## config.mk

```make
export PLATFORM = sky130hd
export DESIGN_NAME = comma_word_aligner
export DESIGN_NICKNAME = d
export VERILOG_FILES = /design/src/rtl/comma_word_aligner.sv
export SDC_FILE = /design/constraint.sdc
export NUM_CORES = 1
export LEC_CHECK = 0
export CAP_MARGIN = 15
export CORE_ASPECT_RATIO = 1.1
export CORE_MARGIN = 1
export CORE_UTILIZATION = 45
export CTS_CLUSTER_SIZE = 16
export DETAILED_ROUTE_END_ITERATION = 10
export GPL_TIMING_DRIVEN = 0
export PLACE_DENSITY = 0.66
export SLEW_MARGIN = 20
export SYNTH_ARGS = -nofsm -noshare
export SYNTH_HDL_FRONTEND = slang
export SYNTH_SLANG_ARGS = --single-unit
```

## constraint.sdc

```tcl
create_clock -name WCLK -period 8.3 [get_ports WCLK]
set_input_delay 2.49 -clock WCLK [delete_from_list [all_inputs] [get_ports WCLK]]
set_output_delay 2.49 -clock WCLK [all_outputs]
set_load 0.005 [all_outputs]
```

## src/rtl/comma_word_aligner.sv

```systemverilog
// Purpose  : aligns bit-rotated 10-bit deserializer words to 8b10b symbol boundaries by hunting K28.5 commas.
// Latency  : 1 WCLK from RX_WORD to DATA once locked; DATA_VALID pulses once per accepted word.
// Backpress: none; RX_VALID gaps freeze window and counters, and lock is dropped on repeated decoder errors.
//
// Ports: WCLK/RESET (sync, active-high) | RX_WORD/RX_VALID raw input | DECODER_ERR error for last DATA
//        DATA/DATA_VALID aligned symbol | SYNC_READY lock | ALIGN_OFFSET bit offset | REALIGN_CNT lock losses
// Optional build macro: ALIGNER_STATS_EN enables the REALIGN_CNT lock-loss counter (otherwise tied to 0).
module comma_word_aligner #(
    parameter int LOCK_COUNT = 4,
    parameter int LOSS_COUNT = 8
) (
    input  logic       WCLK,
    input  logic       RESET,
    input  logic [9:0] RX_WORD,
    input  logic       RX_VALID,
    input  logic       DECODER_ERR,
    output logic [9:0] DATA,
    output logic       DATA_VALID,
    output logic       SYNC_READY,
    output logic [3:0] ALIGN_OFFSET,
    output logic [7:0] REALIGN_CNT
);
    localparam logic [9:0] K28_5_NEG = 10'b0011111010;
    localparam logic [9:0] K28_5_POS = 10'b1100000101;
    localparam logic [3:0] LOCK_THR  = 4'(LOCK_COUNT);
    localparam logic [7:0] LOSS_THR  = 8'(LOSS_COUNT);

    typedef enum logic [1:0] {HUNT, VERIFY, LOCKED} state_t;

    state_t     state_q, state_d;
    logic [9:0] prev_q, prev_d;
    logic       have_prev_q, have_prev_d;
    logic [3:0] offset_q, offset_d;
    logic [3:0] ccnt_q, ccnt_d;
    logic [7:0] ecnt_q, ecnt_d;
    logic [9:0] data_q, data_d;
    logic       dvld_q, dvld_d;
    logic       dvld_dly_q, dvld_dly_d;   // DATA_VALID as seen one cycle ago

    logic [19:0] win;
    logic        comma_hit;
    logic [3:0]  comma_off;
    logic [9:0]  aligned;
    logic [3:0]  ccnt_inc;
    logic [7:0]  ecnt_inc;
    logic        err_evt;
    logic        loss_evt;

    assign win      = {prev_q, RX_WORD};
    // Candidate k is win[19-k -: 10], i.e. the window shifted right by 10-k.
    assign aligned  = 10'(win >> (4'd10 - offset_q));
    assign ccnt_inc = (ccnt_q == 4'hF)  ? ccnt_q : ccnt_q + 4'd1;
    assign ecnt_inc = (ecnt_q == 8'hFF) ? ecnt_q : ecnt_q + 8'd1;

    // The decoder reports on the word shown one cycle earlier, so an error only
    // counts when DATA_VALID was high in that earlier cycle.
    assign err_evt  = (state_q == LOCKED) && dvld_dly_q && DECODER_ERR;
    assign loss_evt = err_evt && (ecnt_inc >= LOSS_THR);

    // Scan from high to low offset so the lowest matching offset wins.
    always_comb begin
        comma_hit = 1'b0;
        comma_off = 4'd0;
        for (int k = 9; k >= 0; k--) begin
            if (win[19-k -: 10] == K28_5_NEG || win[19-k -: 10] == K28_5_POS) begin
                comma_hit = 1'b1;
                comma_off = 4'(k);
            end
        end
    end

    always_comb begin
        state_d     = state_q;
        prev_d      = prev_q;
        have_prev_d = have_prev_q;
        offset_d    = offset_q;
        ccnt_d      = ccnt_q;
        ecnt_d      = ecnt_q;
        data_d      = data_q;
        dvld_d      = 1'b0;
        dvld_dly_d  = dvld_q;

        if (RX_VALID) begin
            prev_d      = RX_WORD;
            have_prev_d = 1'b1;
        end

        unique case (state_q)
            HUNT: begin
                // The very first word after reset only primes prev.
                if (RX_VALID && have_prev_q && comma_hit) begin
                    offset_d = comma_off;
                    ccnt_d   = 4'd1;
                    state_d  = VERIFY;
                end
            end
            VERIFY: begin
                if (RX_VALID && comma_hit) begin
                    if (comma_off == offset_q) begin
                        ccnt_d = ccnt_inc;
                        if (ccnt_inc >= LOCK_THR) begin
                            // The locking comma is itself emitted.
                            state_d = LOCKED;
                            data_d  = aligned;
                            dvld_d  = 1'b1;
                        end
                    end else begin
                        offset_d = comma_off;
                        ccnt_d   = 4'd1;
                    end
                end
            end
            LOCKED: begin
                if (dvld_dly_q) begin
                    ecnt_d = DECODER_ERR ? ecnt_inc : 8'd0;
                end
                if (loss_evt) begin
                    state_d = HUNT;
                    ecnt_d  = 8'd0;
                    ccnt_d  = 4'd0;
                end else if (RX_VALID) begin
                    data_d = aligned;
                    dvld_d = 1'b1;
                end
            end
            default: state_d = HUNT;
        endcase
    end

    always_ff @(posedge WCLK) begin
        if (RESET) begin
            state_q     <= HUNT;
            prev_q      <= 10'd0;
            have_prev_q <= 1'b0;
            offset_q    <= 4'd0;
            ccnt_q      <= 4'd0;
            ecnt_q      <= 8'd0;
            data_q      <= 10'd0;
            dvld_q      <= 1'b0;
            dvld_dly_q  <= 1'b0;
        end else begin
            state_q     <= state_d;
            prev_q      <= prev_d;
            have_prev_q <= have_prev_d;
            offset_q    <= offset_d;
            ccnt_q      <= ccnt_d;
            ecnt_q      <= ecnt_d;
            data_q      <= data_d;
            dvld_q      <= dvld_d;
            dvld_dly_q  <= dvld_dly_d;
        end
    end

`ifdef ALIGNER_STATS_EN
    logic [7:0] rcnt_q, rcnt_d;

    always_comb begin
        rcnt_d = rcnt_q;
        if (loss_evt && rcnt_q != 8'hFF) begin
            rcnt_d = rcnt_q + 8'd1;
        end
    end

    always_ff @(posedge WCLK) begin
        if (RESET) begin
            rcnt_q <= 8'd0;
        end else begin
            rcnt_q <= rcnt_d;
        end
    end

    assign REALIGN_CNT = rcnt_q;
`else
    assign REALIGN_CNT = 8'h00;
`endif

    assign DATA         = data_q;
    assign DATA_VALID   = dvld_q;
    assign SYNC_READY   = (state_q == LOCKED);
    assign ALIGN_OFFSET = offset_q;

endmodule

```

* After elaboration in Yosys (flattened, before gate mapping) *
Index checks and enable logic that the tools add are counted.

cells by class
  $add $sub $neg = 3
  order comparisons = 2
  equality and inequality tests = 33
  shift-type cells = 1
  multiplexer cells = 52
  reductions and logical operators = 26

operators with widths
  cell                                                                                  count
  10-bit == test (second input constant)                                                10
  10-bit by 8-bit == test with 1-bit output (second input constant)                     10
  4-bit 2-to-1 mux                                                                      18
  10-bit 2-to-1 mux                                                                     5
  8-bit 2-to-1 mux                                                                      4
  10-bit one-hot mux with 2 select lines                                                1
  20-bit by 4-bit right shift with 10-bit output                                        1
  1-bit 2-to-1 mux                                                                      15
  2-bit inequality test (second input constant)                                         7
  4-bit one-hot mux with 3 select lines                                                 1
  1-bit logical OR                                                                      10
  2-bit 2-to-1 mux                                                                      5
  8-bit by 1-bit adder with 8-bit output (second input constant)                        1
  8-bit == test (second input constant)                                                 1
  8-bit by 4-bit greater-or-equal comparator with 1-bit output (second input constant)  1
  4-bit one-hot mux with 2 select lines                                                 1
  4-bit AND reduction                                                                   2
  1-bit logical AND                                                                     6
  2-bit one-hot mux with 3 select lines                                                 1
  6-bit AND reduction                                                                   1
  2-bit nonzero test                                                                    3
  5-bit AND reduction                                                                   1
  4-bit by 1-bit adder with 4-bit output (second input constant)                        1
  4-bit == test                                                                         1
  other kinds (10)                                                                      10

storage, ports and cells
  register bits = 41
  input bits = 14
  output and inout bits = 24
  logic and storage cells = 126

* Depth between registers and ports, before layout *
Gate-level depths: netlist of the first run.

  word-level depth = 16
  gate-level depth with buffers = 11
  gate-level depth less buffers = 9

* Worst setup path before layout of the first run *
OpenSTA, ideal clock, no wires.

  kind = input-to-reg
  from = input port RX_WORD[7]
  to = register data_q[1] (netlist: DATA[1])
  library setup time = 0.121 ns
  data arrival time = 4.669 ns
  data required time = 8.179 ns
  slack = 3.510 ns
  cell stages on the path = 10
  path buffers = 1
  path through = buf_6 nand3b_1 or4b_1 o21ai_2 nor3_1 mux2_2 nor3_1 nand4_2 nand2_2 mux2_2

on the way
  cells in the longest elaborated chain, start to end = 15
  elaborated cells on any way between the ends = 53
  classes of those cells = 17 x eq/ne; 1 x shift; 26 x mux; 9 x reduce/logical

RTL lines
  item                                                                                line    source
  start, declared                                                                     14      input logic [9:0] RX_WORD,
  10-bit by 8-bit == test with 1-bit output / 10-bit == test (equally long branches)  65      if (win[19-k -: 10] == K28_5_NEG || win[19-k -: 10] == K28_5_POS) begin
  1-bit logical OR                                                                    65
  4-bit 2-to-1 mux / 1-bit 2-to-1 mux (equally long branches) (10 in series)          65
  4-bit == test / 1-bit logical AND (equally long branches)                           99, 98
  2-bit inequality test (no source line)                                              -
  6-bit AND reduction (no source line)                                                -
  end signal, assigned                                                                148     data_q <= data_d;
  end, declared                                                                       36      logic [9:0] data_q, data_d;

Parallel ways exist; a longest one is shown, timed or not. The select of a mux whose other input is x is not followed.
A chain may end at the register's enable or synchronous reset.

* Final worst setup path of the first run *
  from = input port RX_WORD[5]
  to = register data_q[1] (netlist: DATA[1])

The elaborated chain is that of the path after synthesis.

==> results_dict.tcl, run 1 <==
set metrics [dict create \
    root_buffer "clkbuf_8" \
    fmax_mhz 188 \
    clock_latency_ns 0.30 \
    synthArstFlopShare_pct 0 \
    htreeDepth 2 \
    cts_tree "yes" \
    slew_headroom_pct 50.9 \
    grtUsageMet3_pct 3.82 \
    cp_max_fo 8 \
    max_cap_violations 0 \
    synth_cell_types 69 \
    grt_pass1_wl_um 14300 \
    grt_max_degree 15 \
    ys_seq_elements 41 \
    fin_ws_ns 2.98 \
    firstDrtPassIters 4 \
    vdd_drop_max_mv 0.0852 \
    rr_startpoint "prev_q[1]" \
    vias 3114 \
    synth_cells 399 \
    totalWireLength_um 8390 \
    hp-start "DATA_VALID" \
    dp_hpwl_um 6360 \
    rsz0062_at_grt "no" \
    period_share_pct 64.1 \
    synth_ff_type "dfxtp_1" \
    ios 38 \
    core.rowCount 32 \
    layout_min_cycle_time_ns 5.32 \
    multiInputGateArea_sq_um 2230 \
    initial_core_util_pct 46.7 \
    nets 458 \
    synth_edf_count 0 \
    grt.met2_usage_pct 37.2 \
    synth_seq_area_share_pct 25.1 \
    cts_max_path_buffers 2 \
    cts_resized 0 \
    place_congestion 0.910 \
    arrival_ns 5.52 \
    die_w_um 83.3 \
    dieArea_sq_um 7610 \
    routed_via_density 5.94 \
    critPathCaptureType "flip-flop" \
    finalSetupTns_ns 0 \
    fillers 669 \
    final_common_cell "nor2_1" \
    cts_hold_buf 0 \
    wire_per_inst_um 16.0 \
    worst_pin_slew_ns 0.736 \
    layout_common_cells "nor2_1 (43), dfxtp_1 (41), nand2_1 (30), mux2i_1 (30), clkdlybuf4s50_1 (25)" \
    antenna_left 0 \
    clk_pin_slew_ns 0.09 \
    syn-cell-area_sq_um 3270 \
    grt_busiest_layer "met2" \
    coreArea_sq_um 7010 \
    n_antenna_cell 0 \
    regArea_sq_um 821 \
    portBuffers 25 \
    powerDensity_nw_per_um2 127 \
    drt_iter0_drc 145 \
    clkSinkCount 41 \
    grtUsageTotal_pct 23.2 \
    slew_violations 0 \
    gr-total-overflow 0 \
    dp_slack_ns 2.70 \
    drive_gt1_share_pct 14.8 \
    skew_ns 0.00364 \
    status "completed" \
    cp-startpoint "RX_WORD[5]" \
    grt_pass1_vias 2936 \
    finalHoldViolCount 0 \
    power_leakage_nw 1.36 \
    ys_warn_count 0 \
    use_met1_pct 30.2 \
    numCtsBuffers 5 \
    setup.worst_path.class "input port to flip-flop" \
    avgSynthCellArea_sq_um 8.19 \
    post-route-drc-count 0 \
    antenna_found_initial 0 \
    synthToLayoutAreaGrowth_pct 15.9 \
    start_kind "input port" \
    cts_setup_buffers 0 \
    hold_path_class "flip-flop to flip-flop" \
    fp.dieH_um 91.4 \
    finalSetupViolCount 0 \
    cp_data_required_time_ns 8.50 \
]
==> worst max-delay path: stages <==
cell	delay [ns]
clkdlybuf4s50_1	0.66
nor2_1	0.06
and4_1	0.20
a22o_1	0.28
nor3_1	0.38
mux2_2	0.40
nor3_1	0.29
nand4_2	0.20
nand2_2	0.20
mux2_2	0.35
==> Yosys cell counts, types with 3 or more instances <==
cell type,instances,area (sq um)
buf_1,5,18.8
a211oi_1,12,90.1
nand3_1,14,70.1
mux4_2,4,90.1
a31oi_1,5,31.3
buf_6,4,45.0
o211ai_1,4,30.0
ha_1,6,75.1
xnor2_1,3,26.3
and3b_1,3,26.3
mux2_2,9,101
nand4b_1,4,35.0
inv_1,7,26.3
dfxtp_1,41,821
nand4_1,7,43.8
clkbuf_1,11,41.3
a21o_1,4,30.0
nand3b_1,7,52.6
nor3_1,9,45.0
buf_2,6,30.0
nor2b_1,6,37.5
o21ai_0,13,65.1
nand2b_1,10,62.6
nor4_1,7,43.8
mux2i_1,30,300
nor2_1,43,161
and2_1,7,43.8
buf_4,11,82.6
nand2_1,30,113
a21oi_1,21,105
nor3b_1,4,30.0
nor4b_2,3,45.0
==> sequential cells by signal, indices dropped and copies added (netlist names) <==
| name | flops |
|---|---|
| prev_q | 10 |
| ALIGN_OFFSET | 4 |
| ccnt_q | 4 |
| ecnt_q | 8 |
| DATA | 10 |
| DATA_VALID | 1 |
| have_prev_q | 1 |
| state_q | 2 |
| dvld_dly_q | 1 |
==> path summary, 6_finish.rpt <==
check | slack, ns | depth (start not counted) | endpoint
max | 2.98 | 10 | DATA[1]
min | 0.47 | 1 | dvld_dly_q
max reg2reg | 5.29 | 9 | DATA[1]
min reg2reg | 0.47 | 1 | dvld_dly_q
==> area by class of cell <==
| cell class | count | share of cell area (%) |
|---|---|---|
| Multi-Input combinational cell | 320 | 58.7 |
| Sequential cell | 41 | 21.7 |
| Timing Repair Buffer | 25 | 6.60 |
| Buffer | 38 | 5.88 |
| Tap cell | 85 | 2.81 |
| Clock buffer | 5 | 1.82 |
| Clock inverter | 3 | 1.82 |
| Inverter | 7 | 0.693 |
==> logic make-up after synthesis <==
logic type / count (synthesis) / share of synthesized area [%]
AO/OA/AOI/OAI: 82 / 17.7
XOR/XNOR: 3 / 0.804
adder cells (fa/ha/maj): 6 / 2.30
buffers and inverters: 45 / 7.62
flip-flops: 41 / 25.1
multiplexers: 43 / 15.0
other: 1 / 0.115
AND/OR/NAND/NOR: 178 / 31.3
==> metrics by stage <==
step / power (mW) / utilization (%) / instances / instance area, sq um / hold WS, ns
global route: 0.503 / 54.1 / 524 / 3790 / 0.475
detailed placement: 0.285 / 52.1 / 516 / 3650 / 0.454
CTS: 0.486 / 54.1 / 524 / 3790 / 0.464
finish: 0.482 / 54.1 / 524 / 3790 / 0.465
global placement: 0.284 / 52.1 / 516 / 3650 / 0.444
floorplan: 0.262 / - / 406 / 3300 / 0.426
==> per-layer routing <==
layer	part of all wire (%)	vias to the layer above
li1	-	1535
met1	45	1453
met2	46	101
met3	5.0	25
met4	3.9	0
met5	0	-
==> power by group <==
group | switching (mW) | internal [mW] | leakage [nW]
Sequential | 0.00449 | 0.201 | 0.333
Combinational | 0.0439 | 0.0321 | 0.960
Clock | 0.0797 | 0.121 | 0.0687
Note: power is estimated with default switching activity, not from simulation.
==> run 2: changes to the inputs <==
==> constraint.sdc (replaced) <==
create_clock -name WCLK -period 5.3 [get_ports WCLK]
set_input_delay 1.59 -clock WCLK [delete_from_list [all_inputs] [get_ports WCLK]]
set_output_delay 1.59 -clock WCLK [all_outputs]
set_load 0.005 [all_outputs]
==> results of run 2 <==
The final DEF is identical to that of run 1. Status: completed.
Main changes from that run: setup slack after placement 2.70 ns -> 0.603 ns; setup slack after layout 2.98 ns -> 0.883 ns; register-to-register setup slack 5.29 ns -> 2.29 ns; total power 0.482 mW -> 0.755 mW; worst IR drop on VDD 0.0852 mV -> 0.133 mV
==> run 3: changes to the inputs <==
==> constraint.sdc (replaced) <==
create_clock -name WCLK -period 4.49 [get_ports WCLK]
set_input_delay 1.347 -clock WCLK [delete_from_list [all_inputs] [get_ports WCLK]]
set_output_delay 1.347 -clock WCLK [all_outputs]
set_load 0.005 [all_outputs]
==> results of run 3 <==
The final DEF is identical to that of run 1. Status: completed.
Main changes from that run: setup slack after placement 2.70 ns -> 0.0360 ns; setup slack after layout 2.98 ns -> 0.316 ns; register-to-register setup slack 5.29 ns -> 1.48 ns; total power 0.482 mW -> 0.892 mW; worst IR drop on VDD 0.0852 mV -> 0.157 mV
